## src/rtl/uart_pkg.sv

```systemverilog
// Shared UART definitions: frame-parser state encoding, default header byte and baud divider.
package uart_pkg;

  typedef enum logic [1:0] {
    ST_IDLE    = 2'd0,
    ST_LEN     = 2'd1,
    ST_PAYLOAD = 2'd2,
    ST_CHK     = 2'd3
  } state_t;

  localparam logic [7:0] HEADER_DEFAULT = 8'hA5;

  // Clock cycles per bit; the receiver uses the same figure for its bit timer.
  function automatic int cnt_baud_max(input int clk_freq, input int baud);
    return clk_freq / baud;
  endfunction

endpackage

```

## src/rtl/uart_timeout_cnt.sv

```systemverilog
// Inter-byte timeout counter: expired is a combinational terminal-count strobe, asserted when the
// count would reach LIMIT this cycle; clear has priority, so a byte on the terminal cycle suppresses it.
module uart_timeout_cnt
  import uart_pkg::*;
#(
  parameter int LIMIT = 15600
) (
  input  logic clk,
  input  logic rst_n,
  input  logic clear,
  input  logic enable,
  output logic expired
);

  localparam int W = (LIMIT > 1) ? $clog2(LIMIT) : 1;

  logic [W-1:0] r_cnt;

  assign expired = enable && !clear && (r_cnt == W'(LIMIT - 1));

  always_ff @(posedge clk) begin
    if (!rst_n) begin
      r_cnt <= '0;
    end else if (clear || expired) begin
      r_cnt <= '0;
    end else if (enable) begin
      r_cnt <= r_cnt + 1'b1;
    end
  end

endmodule

```

## src/rtl/uart_frame_parser.sv

```systemverilog
// Parses HEADER/LEN/PAYLOAD/CHECKSUM frames from a UART byte stream; all outputs registered, 1-cycle latency.
// No backpressure: every pi_flag byte is consumed; payload is streamed out and a frame is judged at its end.
module uart_frame_parser
  import uart_pkg::*;
#(
  parameter int          clk_frequence = 5_000_000,
  parameter int          baud_rate     = 9600,
  parameter logic [7:0]  HEADER        = HEADER_DEFAULT,
  parameter int          MAX_LEN       = 16,
  parameter int          TIMEOUT_BYTES = 3
) (
  input  logic       clk,
  input  logic       rst_n,
  input  logic [7:0] pi_data,
  input  logic       pi_flag,
  output logic [7:0] po_data,
  output logic       po_flag,
  output logic [7:0] po_len,
  output logic       frame_ok,
  output logic       frame_err,
  output logic       busy
);

  localparam int         TIMEOUT_LIMIT = TIMEOUT_BYTES * 10 * cnt_baud_max(clk_frequence, baud_rate);
  localparam logic [7:0] MAX_LEN_B     = 8'(MAX_LEN);

  state_t     r_state;
  logic [7:0] r_len;
  logic [7:0] r_sum;
  logic [7:0] r_count;
  logic [7:0] r_po_data;
  logic [7:0] r_po_len;
  logic       r_po_flag;
  logic       r_frame_ok;
  logic       r_frame_err;
  logic       r_busy;

  logic       w_to_clear;
  logic       w_to_enable;
  logic       w_expired;

  assign w_to_enable = (r_state != ST_IDLE);
  assign w_to_clear  = pi_flag || (r_state == ST_IDLE);

  uart_timeout_cnt #(
    .LIMIT (TIMEOUT_LIMIT)
  ) u_timeout (
    .clk     (clk),
    .rst_n   (rst_n),
    .clear   (w_to_clear),
    .enable  (w_to_enable),
    .expired (w_expired)
  );

  always_ff @(posedge clk) begin
    if (!rst_n) begin
      r_state     <= ST_IDLE;
      r_len       <= '0;
      r_sum       <= '0;
      r_count     <= '0;
      r_po_data   <= '0;
      r_po_len    <= '0;
      r_po_flag   <= 1'b0;
      r_frame_ok  <= 1'b0;
      r_frame_err <= 1'b0;
      r_busy      <= 1'b0;
    end else begin
      r_po_flag   <= 1'b0;
      r_frame_ok  <= 1'b0;
      r_frame_err <= 1'b0;
      // A byte always takes precedence over a coincident timeout.
      if (pi_flag) begin
        case (r_state)
          ST_IDLE: begin
            if (pi_data == HEADER) begin
              r_state <= ST_LEN;
              r_busy  <= 1'b1;
            end
          end
          ST_LEN: begin
            if ((pi_data == 8'd0) || (pi_data > MAX_LEN_B)) begin
              r_frame_err <= 1'b1;
              r_state     <= ST_IDLE;
              r_busy      <= 1'b0;
            end else begin
              r_len   <= pi_data;
              r_sum   <= pi_data;
              r_count <= '0;
              r_state <= ST_PAYLOAD;
            end
          end
          ST_PAYLOAD: begin
            r_po_data <= pi_data;
            r_po_flag <= 1'b1;
            r_sum     <= r_sum + pi_data;
            r_count   <= r_count + 8'd1;
            if ((r_count + 8'd1) == r_len) begin
              r_state <= ST_CHK;
            end
          end
          ST_CHK: begin
            if (pi_data == r_sum) begin
              r_frame_ok <= 1'b1;
              r_po_len   <= r_len;
            end else begin
              r_frame_err <= 1'b1;
            end
            r_state <= ST_IDLE;
            r_busy  <= 1'b0;
          end
          default: begin
            r_state <= ST_IDLE;
            r_busy  <= 1'b0;
          end
        endcase
      end else if (w_expired) begin
        r_frame_err <= 1'b1;
        r_state     <= ST_IDLE;
        r_busy      <= 1'b0;
      end
    end
  end

  assign po_data   = r_po_data;
  assign po_flag   = r_po_flag;
  assign po_len    = r_po_len;
  assign frame_ok  = r_frame_ok;
  assign frame_err = r_frame_err;
  assign busy      = r_busy;

endmodule

```

## config.mk

```make
export PLATFORM = sky130hd
export DESIGN_NAME = uart_frame_parser
export DESIGN_NICKNAME = d
export VERILOG_FILES = /design/src/rtl/uart_pkg.sv /design/src/rtl/uart_timeout_cnt.sv /design/src/rtl/uart_frame_parser.sv
export SDC_FILE = /design/constraint.sdc
export NUM_CORES = 1
export LEC_CHECK = 0
export ABC_AREA = 0
export BUFFER_PORTS_ARGS = -buffer_cell sky130_fd_sc_hd__buf_4
export CAP_MARGIN = 15
export CELL_PAD_IN_SITES_DETAIL_PLACEMENT = 1
export CELL_PAD_IN_SITES_GLOBAL_PLACEMENT = 1
export CORE_MARGIN = 2
export CORE_UTILIZATION = 41
export DETAILED_ROUTE_END_ITERATION = 10
export GPL_TIMING_DRIVEN = 1
export PLACE_DENSITY = 0.84
export SLEW_MARGIN = 40
export SYNTH_ARGS = -nofsm -noshare
export SYNTH_HDL_FRONTEND = slang
export SYNTH_SLANG_ARGS = --single-unit
```

## constraint.sdc

```tcl
create_clock -name clk -period 2 [get_ports clk]
set_clock_uncertainty 0.2 [all_clocks]
set_input_delay 0.5 -clock clk [delete_from_list [all_inputs] [get_ports clk]]
set_output_delay 0.5 -clock clk [all_outputs]
set_load 0.05 [all_outputs]
```

==> impl_table.tex <==
\begin{tabular}{lr}
\hline
Metric & Value \\
\hline
\multicolumn{2}{l}{\textbf{STA}} \\
Max Slew Vio Count & 0 \\
Hold violation total from the final report & 0 \\
Post-route worst hold slack & approximately 0.24 ns \\
Maximum achievable frequency & around 0.51 GHz \\
Slew @ Worst Pin & 0.464 ns \\
Tightest slew margin relative to the limit & approximately 70\% \\
Post-layout min period & about 2 ns \\
Count of endpoints failing setup in the final report & 0 \\
Fin crit share & just under 100\% \\
RSZ-0062 raised after global routing & yes \\
\multicolumn{2}{l}{\textbf{Placement}} \\
HPWL after detailed placement & around 6300 um \\
Number of buffers inserted by port buffering & 30 \\
Placer congestion estimate & just over 0.8 \\
\multicolumn{2}{l}{\textbf{GRT}} \\
Vias in the first global route & slightly below 3000 \\
Pin count of the biggest net entering global routing & between 40 and 50 \\
Global Route Usage Sum & between 20\% and 30\% \\
Overflow left after global routing & 0 \\
Number of antenna violations at the first check in global routing & 0 \\
Global-route wire length before repair & approximately 15000 um \\
\multicolumn{2}{l}{\textbf{Final layout}} \\
Fraction of layout cells with a size suffix above 1 & between 20 and 30\% \\
Most used cells in the layout excluding fill and tap cells & sky130\_fd\_sc\_hd\_\_buf\_4 (68), sky130\_fd\_sc\_hd\_\_dfxtp\_1 (55), sky130\_fd\_sc\_hd\_\_nand2\_1 (39), sky130\_fd\_sc\_hd\_\_nor2\_1 (25), sky130\_fd\_sc\_hd\_\_nor2b\_1 (19) \\
Util after Layout & between 50\% and 60\% \\
Fillers & $\sim$850 \\
Most common library cell in the layout ignoring fill and taps & sky130\_fd\_sc\_hd\_\_buf\_4 \\
Number of nets in the finished design & $\sim$430 \\
Total inserted antenna cells & 0 \\
Layout-stage area growth over the synthesis result & 27.9\% \\
\multicolumn{2}{l}{\textbf{CTS}} \\
Count of H-tree levels built during CTS & 3 \\
Clock tree sinks & 60 \\
CTS buffer count & 9 \\
Clk root buf & sky130\_fd\_sc\_hd\_\_clkbuf\_8 \\
\# hold bufs at CTS & 0 \\
Skew-Pair Late Insertion Delay & 0.35 ns \\
Reg clk slew, reported paths & roughly 0.080 ns \\
Clock tree from TritonCTS & done \\
Deepest clock path buffer count & 2 \\
\multicolumn{2}{l}{\textbf{Critical path}} \\
Buffer and inverter count on the worst path & 1 \\
Largest delay share family, worst path & simple AND/OR/NAND/NOR gates \\
Largest incremental delay on the critical path & roughly 0.37 ns \\
Endpoint kind of the worst setup timing path & register \\
Cell depth of the worst flop-to-flop path & 7 \\
Cell type of the slowest stage on the worst timing path & sky130\_fd\_sc\_hd\_\_dfxtp\_1 \\
Critical path start-end classification & reg2reg \\
Maximum fanout along the worst path & 9 \\
Cells along the critical path & ha\_4, nor4\_1, nand3\_1, nor2\_4, buf\_12, mux2i\_1, nor2b\_1 \\
Critical path launch point type & register \\
Required time of the worst setup path & a little over 2 ns \\
Signal arrival time at the worst endpoint & 2.02 ns \\
Number of cells on the critical path & 7 \\
\multicolumn{2}{l}{\textbf{Synthesis}} \\
Synth area leaders & sky130\_fd\_sc\_hd\_\_dfxtp\_1 (38\%), sky130\_fd\_sc\_hd\_\_mux2i\_1 (5.4\%), sky130\_fd\_sc\_hd\_\_nand2\_1 (4.8\%) \\
Post-Syn Nets & 366 \\
Async set-or-reset flop fraction in the synthesized netlist & 0\% \\
Register bit total from synthesis & 60 \\
Synth cell types & just under 60 \\
Cell Area, Synth & about 3100 um2 \\
Mean area per synthesized cell & between 9 and 10 um2 \\
Number of warning messages in the yosys log & 0 \\
Gate count after technology mapping & 345 \\
Share of synthesized area occupied by flip-flops and latches & a little under two fifths \\
Leading area contributor after synthesis & sky130\_fd\_sc\_hd\_\_dfxtp\_1 \\
Post-synth top area share & roughly two fifths \\
Count of flip-flops with a built-in enable after synthesis & 0 \\
Most instantiated flip-flop cell in the synthesis netlist & sky130\_fd\_sc\_hd\_\_dfxtp\_1 \\
\multicolumn{2}{l}{\textbf{Power}} \\
Power per standard cell area & approximately 650 nW/um2 \\
Reported leakage power & $\sim$1.6 nW \\
Overall power & between 0.002 and 0.003 W \\
Maximum ir drop on the vdd rail & between 300 and 400 uV \\
\multicolumn{2}{l}{\textbf{Detailed routing}} \\
Post-detailed-routing wire length & 8790 um \\
DRT iter0 DRCs & 69 \\
Remaining antenna violation count & 0 \\
Final routed DRC violation total & 0 \\
DR WL/cell & between 15 and 20 um \\
DR pass1 iterations & 4 \\
Vias & roughly 2800 \\
Ratio of routed vias to standard cells & between 5 and 6 \\
\multicolumn{2}{l}{\textbf{Flow run}} \\
Number of maximum-capacitance violations & 0 \\
\multicolumn{2}{l}{\textbf{Die}} \\
Std cell rows & 31 \\
I/O pin count & 31 \\
Initial Utilization & between 40 and 50\% \\
Width of the die & a little over 90 um \\
Die Y-Extent & around 92 um \\
Overall die area & 8370 um2 \\
Area of the core region & between 7000 and 8000 um2 \\
\multicolumn{2}{l}{\textbf{Min path}} \\
Class of the worst hold path & reg2reg \\
Hold-critical path depth & 1 \\
\multicolumn{2}{l}{\textbf{Run status}} \\
Result of the run & complete, no violations \\
\hline
\end{tabular}
-- final timing paths --
kind | to | from | slack (ns)
worst max-delay path | po_len[4] | r_sum[2] | 0.03
worst min-delay path | u_timeout.r_cnt[0] | u_timeout.r_cnt[0] | 0.24
worst max register to register | po_len[4] | r_sum[2] | 0.03
worst min register to register | u_timeout.r_cnt[0] | u_timeout.r_cnt[0] | 0.24
-- metrics by stage --
stage | TNS (ns) | instance area, um2 | std cells | setup WS [ns]
3_3_place_gp | -2.69 | 3780 | 499 | -0.182
3_5_place_dp | -4.05 | 3780 | 499 | -0.274
2_1_floorplan | 0 | 3190 | 345 | 0.00348
4_1_cts | 0 | 3960 | 515 | 0.00209
6_report | 0 | 4020 | 516 | 0.0291
5_1_grt | -0.104 | 4020 | 516 | -0.0762
-- synth_stat cells, types with 2 or more instances --
master                      number
sky130_fd_sc_hd__nor3b_1         5
sky130_fd_sc_hd__o2111ai_1       3
sky130_fd_sc_hd__nor2_1         26
sky130_fd_sc_hd__nand3b_1        4
sky130_fd_sc_hd__dfxtp_1        60
sky130_fd_sc_hd__ha_1            9
sky130_fd_sc_hd__nand4_1         6
sky130_fd_sc_hd__clkbuf_1        6
sky130_fd_sc_hd__a21o_1          2
sky130_fd_sc_hd__o21ai_1         3
sky130_fd_sc_hd__nor2b_1        20
sky130_fd_sc_hd__o2bb2ai_1       5
sky130_fd_sc_hd__inv_1           8
sky130_fd_sc_hd__xnor2_1        11
sky130_fd_sc_hd__a21boi_0        9
sky130_fd_sc_hd__and2_1          6
sky130_fd_sc_hd__o21a_1          2
sky130_fd_sc_hd__nor4_4          2
sky130_fd_sc_hd__o211a_1         3
sky130_fd_sc_hd__buf_2           5
sky130_fd_sc_hd__a21boi_1        3
sky130_fd_sc_hd__o21ai_0         6
sky130_fd_sc_hd__mux2i_1        17
sky130_fd_sc_hd__o211ai_1        2
sky130_fd_sc_hd__nor4_1          3
sky130_fd_sc_hd__nand2_1        40
sky130_fd_sc_hd__and3_1          5
sky130_fd_sc_hd__buf_6           2
sky130_fd_sc_hd__nand3_1        15
sky130_fd_sc_hd__o311a_1         2
sky130_fd_sc_hd__xor2_1         16
sky130_fd_sc_hd__a21oi_1         7
sky130_fd_sc_hd__nor3_1          6
-- final cells by class --
class / instances / area [um2] / share of cell area [%]
multi-input combinational: 263 / 1930 / 48.0
sequential: 60 / 1210 / 30.1
clock buffer: 10 / 128 / 3.18
clock inverter: 6 / 48.8 / 1.21
timing repair buffer: 70 / 551 / 13.7
tap: 99 / 124 / 3.08
inverter: 8 / 30.0 / 0.748
-- repair_timing --
| item | 4_1_cts | 5_1_grt |
|---|---|---|
| pin swaps | 0 | 3 |
| setup endpoints to repair | 2 | 29 |
| resized for setup | 2 | 14 |
| buffers inserted | 0 | 1 |
-- worst reg2reg max path, cell delays in order, from the launching register on --
cell	delay (ns)
sky130_fd_sc_hd__dfxtp_1	0.37
sky130_fd_sc_hd__ha_4	0.22
sky130_fd_sc_hd__nor4_1	0.26
sky130_fd_sc_hd__nand3_1	0.21
sky130_fd_sc_hd__nor2_4	0.15
sky130_fd_sc_hd__buf_12	0.15
sky130_fd_sc_hd__mux2i_1	0.23
sky130_fd_sc_hd__nor2b_1	0.08
-- power breakdown --
group | switching (W) | internal, W | leakage (nW)
logic | 0.000212 | 0.000168 | 1.05
registers | 0.0000249 | 0.00122 | 0.486
clock network | 0.000546 | 0.000457 | 0.0791
-- kinds of logic after synthesis --
logic type / count (synthesis) / share of synthesized area [%]
fa+ha+maj: 10 / 4.22
xor+xnor: 28 / 8.05
compound gates: 57 / 14.1
simple gates: 151 / 26.5
buf+inv: 22 / 3.43
mux: 17 / 5.42
flops: 60 / 38.3
-- flip-flops by register name, summed over array words and instances (netlist names) --
register,flops
u_timeout.r_cnt,14
po_data,8
po_len,8
r_count,8
r_len,8
r_sum,8
r_state,2
busy,1
frame_err,1
frame_ok,1
po_flag,1
-- layer usage --
| layer | vias to the layer above | wire length, um | share of wire (%) | global-route usage (%) |
|---|---|---|---|---|
| met3 | 11 | 191 | 2.2 | 3.82 |
| met4 | 0 | 133 | 1.5 | 8.71 |
| met2 | 34 | 4600 | 52 | 39.8 |
| met1 | 1365 | 3870 | 44 | 25.6 |
| li1 | 1344 | - | - | - |
| met5 | - | 0 | 0 | 0 |
Power figures use the tool's default switching activity.
